==> config.mk <==
export PLATFORM = sky130hd
export DESIGN_NAME = param_write_scheduler
export DESIGN_NICKNAME = d
export VERILOG_FILES = /design/src/rtl/tone_gen_pkg.sv /design/src/rtl/param_fifo.sv /design/src/rtl/param_write_scheduler.sv
export SDC_FILE = /design/constraint.sdc
export NUM_CORES = 1
export LEC_CHECK = 0
export BUFFER_PORTS_ARGS = -buffer_cell sky130_fd_sc_hd__buf_4
export CAP_MARGIN = 5
export CORE_MARGIN = 2
export CORE_UTILIZATION = 40
export DETAILED_ROUTE_END_ITERATION = 8
export GPL_TIMING_DRIVEN = 0
export PLACE_DENSITY = 0.58
export SLEW_MARGIN = 20
export SYNTH_ARGS = -nofsm -noshare
export SYNTH_HDL_FRONTEND = slang
export SYNTH_SLANG_ARGS = --single-unit
export TNS_END_PERCENT = 30
==> constraint.sdc <==
create_clock -name clk_in -period 6.9 [get_ports clk_in]
set_clock_uncertainty 0.2 [all_clocks]
set_input_delay 1.035 -clock clk_in [delete_from_list [all_inputs] [get_ports clk_in]]
set_output_delay 1.035 -clock clk_in [all_outputs]
set_load 0.01 [all_outputs]
==> src/rtl/tone_gen_pkg.sv <==
// Shared constants for the tone-generator datapath and its parameter write scheduler.
package tone_gen_pkg;

    localparam int COUNT_WIDTH = 10;
    localparam int ADDR_WIDTH  = 6;
    localparam int DATA_WIDTH  = 16;

    // Parameter address map seen by the datapath
    localparam logic [5:0] PHASE_INCR_BASE = 6'h00;
    localparam logic [5:0] VOLUME_BASE     = 6'h04;
    localparam logic [5:0] WAVE_TYPE_BASE  = 6'h08;
    localparam logic [5:0] WAVE_MEM_BASE   = 6'h20;

    // master_id value during which a sample is being computed
    localparam logic [5:0] COMPUTE_ID = 6'h00;

    // Write-port requesters, also used as the round-robin pointer value
    typedef enum logic {
        SRC_HOST = 1'b0,
        SRC_ENV  = 1'b1
    } src_e;

endpackage

==> src/rtl/param_fifo.sv <==
// Synchronous FIFO holding {addr, data} host writes until the write window opens.
module param_fifo #(
    parameter int DEPTH = 4,
    parameter int WIDTH = 22
) (
    input  logic             clk_i,
    input  logic             reset_i,
    input  logic             push_i,
    input  logic [WIDTH-1:0] din_i,
    input  logic             pop_i,
    output logic [WIDTH-1:0] dout_o,
    output logic             full_o,
    output logic             empty_o
);

    localparam int PW = $clog2(DEPTH);

    logic [WIDTH-1:0] mem_q [DEPTH];
    logic [PW-1:0]    rd_q, wr_q;
    logic [PW:0]      cnt_q;
    logic             do_push, do_pop;

    assign full_o  = (cnt_q == (PW+1)'(DEPTH));
    assign empty_o = (cnt_q == '0);
    assign do_push = push_i & ~full_o;
    assign do_pop  = pop_i & ~empty_o;
    assign dout_o  = mem_q[rd_q];

    // Pointers and occupancy; push and pop in one cycle leave occupancy unchanged
    always_ff @(posedge clk_i) begin
        if (reset_i) begin
            rd_q  <= '0;
            wr_q  <= '0;
            cnt_q <= '0;
        end else begin
            if (do_push) wr_q <= wr_q + 1'b1;
            if (do_pop)  rd_q <= rd_q + 1'b1;
            cnt_q <= cnt_q + (PW+1)'(do_push) - (PW+1)'(do_pop);
        end
    end

    // Storage needs no reset: entries are only read once counted as valid
    always_ff @(posedge clk_i) begin
        if (do_push) mem_q[wr_q] <= din_i;
    end

endmodule

==> src/rtl/param_write_scheduler.sv <==
// Master sequencing counter plus the datapath parameter write port, shared by a
// host FIFO and an envelope holding register; writes land only outside the compute window.
module param_write_scheduler
    import tone_gen_pkg::*;
#(
    parameter int FIFO_DEPTH = 4,
    parameter int CNT_W      = COUNT_WIDTH,
    parameter int ADDR_W     = ADDR_WIDTH,
    parameter int DATA_W     = DATA_WIDTH
) (
    input  logic              clk_in,
    input  logic              reset_in,
    input  logic              run_in,
    input  logic              host_valid_in,
    input  logic [ADDR_W-1:0] host_addr_in,
    input  logic [DATA_W-1:0] host_data_in,
    output logic              host_ready_out,
    input  logic              env_valid_in,
    input  logic [ADDR_W-1:0] env_addr_in,
    input  logic [DATA_W-1:0] env_data_in,
    output logic              env_ready_out,
    output logic [CNT_W-1:0]  master_count_out,
    output logic [ADDR_W-1:0] addr_out,
    output logic [DATA_W-1:0] data_out,
    output logic              data_valid_out
);

    localparam logic [CNT_W-5:0] IDLE_ID = (CNT_W-4)'(COMPUTE_ID);

    logic [CNT_W-1:0]  count_q, count_d;
    logic              env_pend_q, env_pend_d;
    logic [ADDR_W-1:0] env_addr_q, env_addr_d;
    logic [DATA_W-1:0] env_data_q, env_data_d;
    src_e              ptr_q, ptr_d;
    logic [ADDR_W-1:0] addr_q, addr_d;
    logic [DATA_W-1:0] data_q, data_d;
    logic              valid_q, valid_d;

    logic                     fifo_full, fifo_empty, host_push;
    logic [ADDR_W+DATA_W-1:0] fifo_dout;
    logic                     win_open, grant_host, grant_env, env_accept;

    assign count_d        = count_q + CNT_W'(run_in);
    // Judge the window on the count that will be visible alongside the strobe
    assign win_open       = (count_d[CNT_W-1:4] != IDLE_ID);
    assign host_ready_out = ~fifo_full;
    assign env_ready_out  = ~env_pend_q;
    assign host_push      = host_valid_in & ~fifo_full;
    assign env_accept     = env_valid_in & ~env_pend_q;

    param_fifo #(
        .DEPTH (FIFO_DEPTH),
        .WIDTH (ADDR_W + DATA_W)
    ) u_fifo (
        .clk_i   (clk_in),
        .reset_i (reset_in),
        .push_i  (host_push),
        .din_i   ({host_addr_in, host_data_in}),
        .pop_i   (grant_host),
        .dout_o  (fifo_dout),
        .full_o  (fifo_full),
        .empty_o (fifo_empty)
    );

    // Round-robin arbitration: the pointer always moves away from whoever was granted
    always_comb begin
        grant_host = 1'b0;
        grant_env  = 1'b0;
        ptr_d      = ptr_q;
        if (win_open) begin
            if (!fifo_empty && env_pend_q) begin
                if (ptr_q == SRC_HOST) grant_host = 1'b1;
                else                   grant_env  = 1'b1;
            end else if (!fifo_empty) begin
                grant_host = 1'b1;
            end else if (env_pend_q) begin
                grant_env = 1'b1;
            end
        end
        if (grant_host)     ptr_d = SRC_ENV;
        else if (grant_env) ptr_d = SRC_HOST;
    end

    // Envelope holding register and output port next state
    always_comb begin
        env_pend_d = env_pend_q;
        env_addr_d = env_addr_q;
        env_data_d = env_data_q;
        addr_d     = addr_q;
        data_d     = data_q;
        valid_d    = 1'b0;
        if (env_accept) begin
            env_pend_d = 1'b1;
            env_addr_d = env_addr_in;
            env_data_d = env_data_in;
        end else if (grant_env) begin
            env_pend_d = 1'b0;
        end
        if (grant_host) begin
            {addr_d, data_d} = fifo_dout;
            valid_d          = 1'b1;
        end else if (grant_env) begin
            addr_d  = env_addr_q;
            data_d  = env_data_q;
            valid_d = 1'b1;
        end
    end

    // State registers; reset discards any pending envelope write
    always_ff @(posedge clk_in) begin
        if (reset_in) begin
            count_q    <= '0;
            env_pend_q <= 1'b0;
            env_addr_q <= '0;
            env_data_q <= '0;
            ptr_q      <= SRC_HOST;
            addr_q     <= '0;
            data_q     <= '0;
            valid_q    <= 1'b0;
        end else begin
            count_q    <= count_d;
            env_pend_q <= env_pend_d;
            env_addr_q <= env_addr_d;
            env_data_q <= env_data_d;
            ptr_q      <= ptr_d;
            addr_q     <= addr_d;
            data_q     <= data_d;
            valid_q    <= valid_d;
        end
    end

    assign master_count_out = count_q;
    assign addr_out         = addr_q;
    assign data_out         = data_q;
    assign data_valid_out   = valid_q;

endmodule

# [Word-level counts from Yosys, hierarchy flattened]
# Memories as Yosys holds them, arrays and structs flattened. A register that Yosys moved wholly into a read port is not among the register bits.
# Index checks and enable logic that the tools add are counted.
[totals] register_bits=64 latchBits=0 mem_bits_rw=88 romBits=0 mem_count=1
[memory_table] name="u_fifo.mem_q" words=4 word_bits=22 read_ports=1 rd_clocked_by_memory_dff=1 write_ports=1 line="param_fifo.sv:18" rtl="logic [WIDTH-1:0] mem_q [DEPTH];"
[classes] n_addsub=5 mul=0 div=0 magnitude_cmp=0 n_eq_ne=1 shift=0 muxes=22 n_bitwise=7 reduce_logical=6
[op_table] op="$mux 16" n=2
[op_table] op="$mux 1" n=16
[op_table] op="$mux 6" n=2
[op_table] op="$add 10x1->10" n=1
[op_table] op="$reduce_bool 6->1" n=1
[op_table] op="$add 2x1->2 const B" n=2
[op_table] op="$and 1x1->1" n=4
[op_table] op="$mux 2" n=2
[op_table] op="$reduce_bool 2->1" n=2
[op_table] op="$add 3x1->3" n=1
[op_table] op="$eq 3x3->1 const B" n=1
[op_table] op="$logic_not 3->1" n=1
[op_table] op="$not 1->1" n=3
[op_table] op="$sub 3x1->3" n=1
[op_table] op="$logic_and 1x1->1" n=1
[op_table] op="$logic_not 1->1" n=1

# [Logic depth before layout (Yosys ltp)]
[logic_depth] word_depth=8 depth_mapped=15 ltp_nobuf=14

# [Hierarchy]
# A second synthesis with hierarchy kept.
[hier_totals] hier_cells=438 hier_area_um2=6052.1
[modules_own_cells] module="param_fifo" instances=1 cells_each=165 area_per_inst_um2=3647.2 seq_area_each_um2=2822.7
[modules_own_cells] module="param_write_scheduler" instances=1 cells_each=273 area_per_inst_um2=2404.8 seq_area_each_um2=1141.1

# [Worst setup path after synthesis]
# OpenSTA, ideal clock, no wires.
[synth_path] kind="input to register" startpoint="input run_in" endpoint="register u_fifo.cnt_q[2]" setup_time_ps=128 t_arrival_ps=3529 required_time_ps=6572 path_slack_ps=3044 cell_stages=14 path_cell_list="ha_1 ha_1 and3_2 or4_4 o21ai_0 a21oi_2 ha_1 inv_1 ha_1 inv_1 fa_1 xor2_1 xnor2_1 nor2_1"
[synth_via] elab_chain_len=5
[synth_lines] element="start: declaration" line="param_write_scheduler.sv:13" rtl="input logic run_in,"
[synth_lines] element="$add 10x1->10" line="param_write_scheduler.sv:43" rtl="assign count_d = count_q + CNT_W'(run_in);"
[synth_lines] element="$reduce_bool 6->1" line="param_write_scheduler.sv:45" rtl="assign win_open = (count_d[CNT_W-1:4] != IDLE_ID);"
[synth_lines] element="$mux 1" line="param_write_scheduler.sv:70" rtl="if (win_open) begin"
[synth_lines] element="$and 1x1->1" line="param_fifo.sv:26" rtl="assign do_pop = pop_i & ~empty_o;"
[synth_lines] element="via u_fifo.do_pop" line="param_fifo.sv:21" rtl="logic do_push, do_pop;"
[synth_lines] element="$sub 3x1->3" line="param_fifo.sv:38" rtl="cnt_q <= cnt_q + (PW+1)'(do_push) - (PW+1)'(do_pop);"
[synth_lines] element="end signal: assignment" line="param_fifo.sv:38"
[synth_lines] element="end: declaration" line="param_fifo.sv:20" rtl="logic [PW:0] cnt_q;"
# The timed path passes the listed nets, and every way through them passes these cells.
# A chain may end at the register's enable or synchronous reset.

# [Worst setup path after layout]
# Ends and elaborated chain as after synthesis.

==> impl_metrics.tcl <==
set metrics [dict create \
    outcome "completed" \
    num_rows 45 \
    synth_nets 492 \
    grt_remaining_overflow 0 \
    clock_latency_ns 0.43 \
    fin_crit_ns 3.77 \
    clkTransAtPathRegs_ns 0.06 \
    vias 3865 \
    ios 84 \
    start_kind "primary input" \
    nFillCells 1328 \
    synth_area_mm2 0.00620 \
    n_antenna_cell 0 \
    clockRootBuffer "clkbuf_16" \
    start_util 0.408 \
    peakVddDrop_mv 0.183 \
    grtUsageTotal 0.176 \
    dieArea_mm2 0.0165 \
    synth_cell_types 46 \
    crit_start "run_in" \
    hp-start "env_data_q[9]" \
    gp_congestion 0.785 \
    drv_slew 0 \
    fin_cells 737 \
    multi_input_area_mm2 0.00207 \
    synthCells 434 \
    grt_pass1_vias 3921 \
    finalNetCount 594 \
    min_period_over_period 0.546 \
    numCtsBuffers 17 \
    drc 0 \
    cellPowerDensity_mw_per_mm2 293 \
    fp.dieW_um 129 \
    grt_max_degree 23 \
    drtIter0Drc 248 \
    maxCapViolations 0 \
    wl_um 13700 \
    synth_top_flop_cell "edfxtp_1" \
    hpwlAfterDp_um 9320 \
    worstMarginPinSlew_ns 0.701 \
    synth_top_area_frac 0.426 \
    io_buffers 83 \
    cts_resized 0 \
    critical_path_class "primary input to flip-flop" \
    place_inst 705 \
    finalHoldViolations 0 \
    crit_arrival_ns 3.87 \
    tritoncts "done" \
    core_mm2 0.0152 \
    fin_ws_ns 3.13 \
    setup_tns_ns 0 \
    syn_to_final_growth_pct 23.2 \
    synth_edf_count 88 \
    p_leak_nw 2.77 \
    synth_largest_area_cell "edfxtp_1" \
    relSlewSlack 0.532 \
    cp.required_ns 7.00 \
    r2r_start "master_count_out[0]" \
    power_mw 2.24 \
    critPathMaxFanout 5 \
    dp_slack_ns 2.70 \
    synth-seq-cells 154 \
    firstDrtPassIters 4 \
    fmax_mhz 265 \
    syn_area_per_cell_um2 14.3 \
    clkSinkCount 154 \
    seqCellArea_mm2 0.00396 \
    postCtsSetupRepairBufs 0 \
    setup_violations 0 \
    rsz0062_at_grt "false" \
    antenna_left 0 \
    routedWlPerCell_um 18.6 \
    die_h_um 129 \
    ys_seq_area_frac 0.639 \
    cts_max_level 4 \
    holdWs_ns 0.253 \
    drive_gt1_frac 0.321 \
    antenna_found_initial 0 \
    hold_buffers 0 \
    end_kind "flip-flop" \
    min_path_type "flip-flop to flip-flop" \
    synthTopCellsByArea "edfxtp_1 43%, dfxtp_1 21%, mux4_2 8.0%" \
    ys_warn_count 0 \
    routed_via_density 5.24 \
    grt_pass1_wl_um 21400 \
    synth-async-reset-ratio 0 \
    cts_max_path_buffers 2 \
]
-- final cells by class --
| cell class | instances | area share |
|---|---|---|
| multi-input combinational | 245 | 0.271 |
| buffer | 28 | 0.0196 |
| tap | 188 | 0.0308 |
| timing repair buffer | 83 | 0.0815 |
| clock buffer | 18 | 0.0561 |
| sequential | 154 | 0.519 |
| clock inverter | 14 | 0.0192 |
| inverter | 7 | 0.00344 |
-- state kept, by name, summed over array words and instances, names as in the netlist, 2 cells and up, named ones only --
name / cells
addr_out: 6
data_out: 16
env_addr_q: 6
env_data_q: 16
master_count_out: 10
u_fifo.cnt_q: 3
u_fifo.mem_q: 88
u_fifo.rd_q: 2
u_fifo.wr_q: 2
-- cells in the mapped netlist (all sizes together) (8+ instances only) --
master	n
buf	13
nand2	49
mux2i	18
edfxtp	88
nor2	18
a21oi	25
dfxtp	66
clkbuf	15
o31ai	22
ha	8
nand4	19
mux4	22
-- path summary, 6_finish.rpt --
check | end | slack (ns) | cells past startpoint
worst min-delay path | env_data_q[9] | 0.25 | 2
worst min register to register | env_data_q[9] | 0.25 | 2
worst max-delay path | u_fifo.cnt_q[2] | 3.13 | 15
worst max register to register | u_fifo.cnt_q[2] | 3.55 | 14
-- metrics by stage --
stage / utilization / cell area [µm²]
2_1_floorplan: - / 6200
3_3_place_gp: 0.465 / 7060
3_5_place_dp: 0.465 / 7070
4_1_cts: 0.503 / 7640
5_1_grt: 0.503 / 7640
6_report: 0.503 / 7640
-- cell usage in the layout (no fill, tap or decap), drive strengths merged, types with 2 or more instances in the layout --
cell      synthesis  routed
mux2              3       3
nor2             18      18
ha                8       8
xnor2             7       7
clkinv            0       4
o221ai            6       6
clkinvlp          0       5
buf              13      96
clkbuf           15      33
inv               7      10
a21oi            25      25
nor2b             7       7
nand2            49      49
mux4             22      22
o21ai             4       4
nor3              2       2
bufinv            0       2
o31ai            22      22
xor2              4       4
edfxtp           88      88
and3              7       7
and2              3       3
nand4            19      19
mux2i            18      18
dfxtp            66      66
o211ai            2       2
o2bb2ai           6       6
-- cell families (layout without fill, tap and decap cells) --
logic type,after synthesis,in the layout,synth area share
mux,43,43,0.114
flops,154,154,0.639
simple gates,109,109,0.0841
buf+inv,35,150,0.0284
fa+ha+maj,9,9,0.0194
compound gates,73,73,0.0994
xor+xnor,11,11,0.0155
-- metal layers --
layer	vias up	global-route usage	wire, µm	part of all wire
li1	1853	-	-	-
met1	1909	0.233	6370	0.47
met2	82	0.279	6420	0.47
met3	21	0.0474	653	0.048
met4	0	0.0665	247	0.018
met5	-	0	0	0
-- worst max-delay path, stage by stage --
cell,delay (ns)
buf_4,0.11
ha_1,0.20
ha_1,0.26
and3_2,0.24
or4_4,0.43
o21ai_0,0.17
a21oi_2,0.17
ha_1,0.31
inv_1,0.05
ha_1,0.13
inv_1,0.05
fa_1,0.36
xor2_1,0.18
xnor2_1,0.14
nor2_1,0.05
-- power breakdown --
part / total (mW) / leakage (nW) / switching, mW / internal [mW]
combinational: 0.275 / 1.16 / 0.163 / 0.112
clock: 0.899 / 0.267 / 0.367 / 0.532
sequential: 1.07 / 1.34 / 0.0233 / 1.04
(Power assumes the default switching activity.)
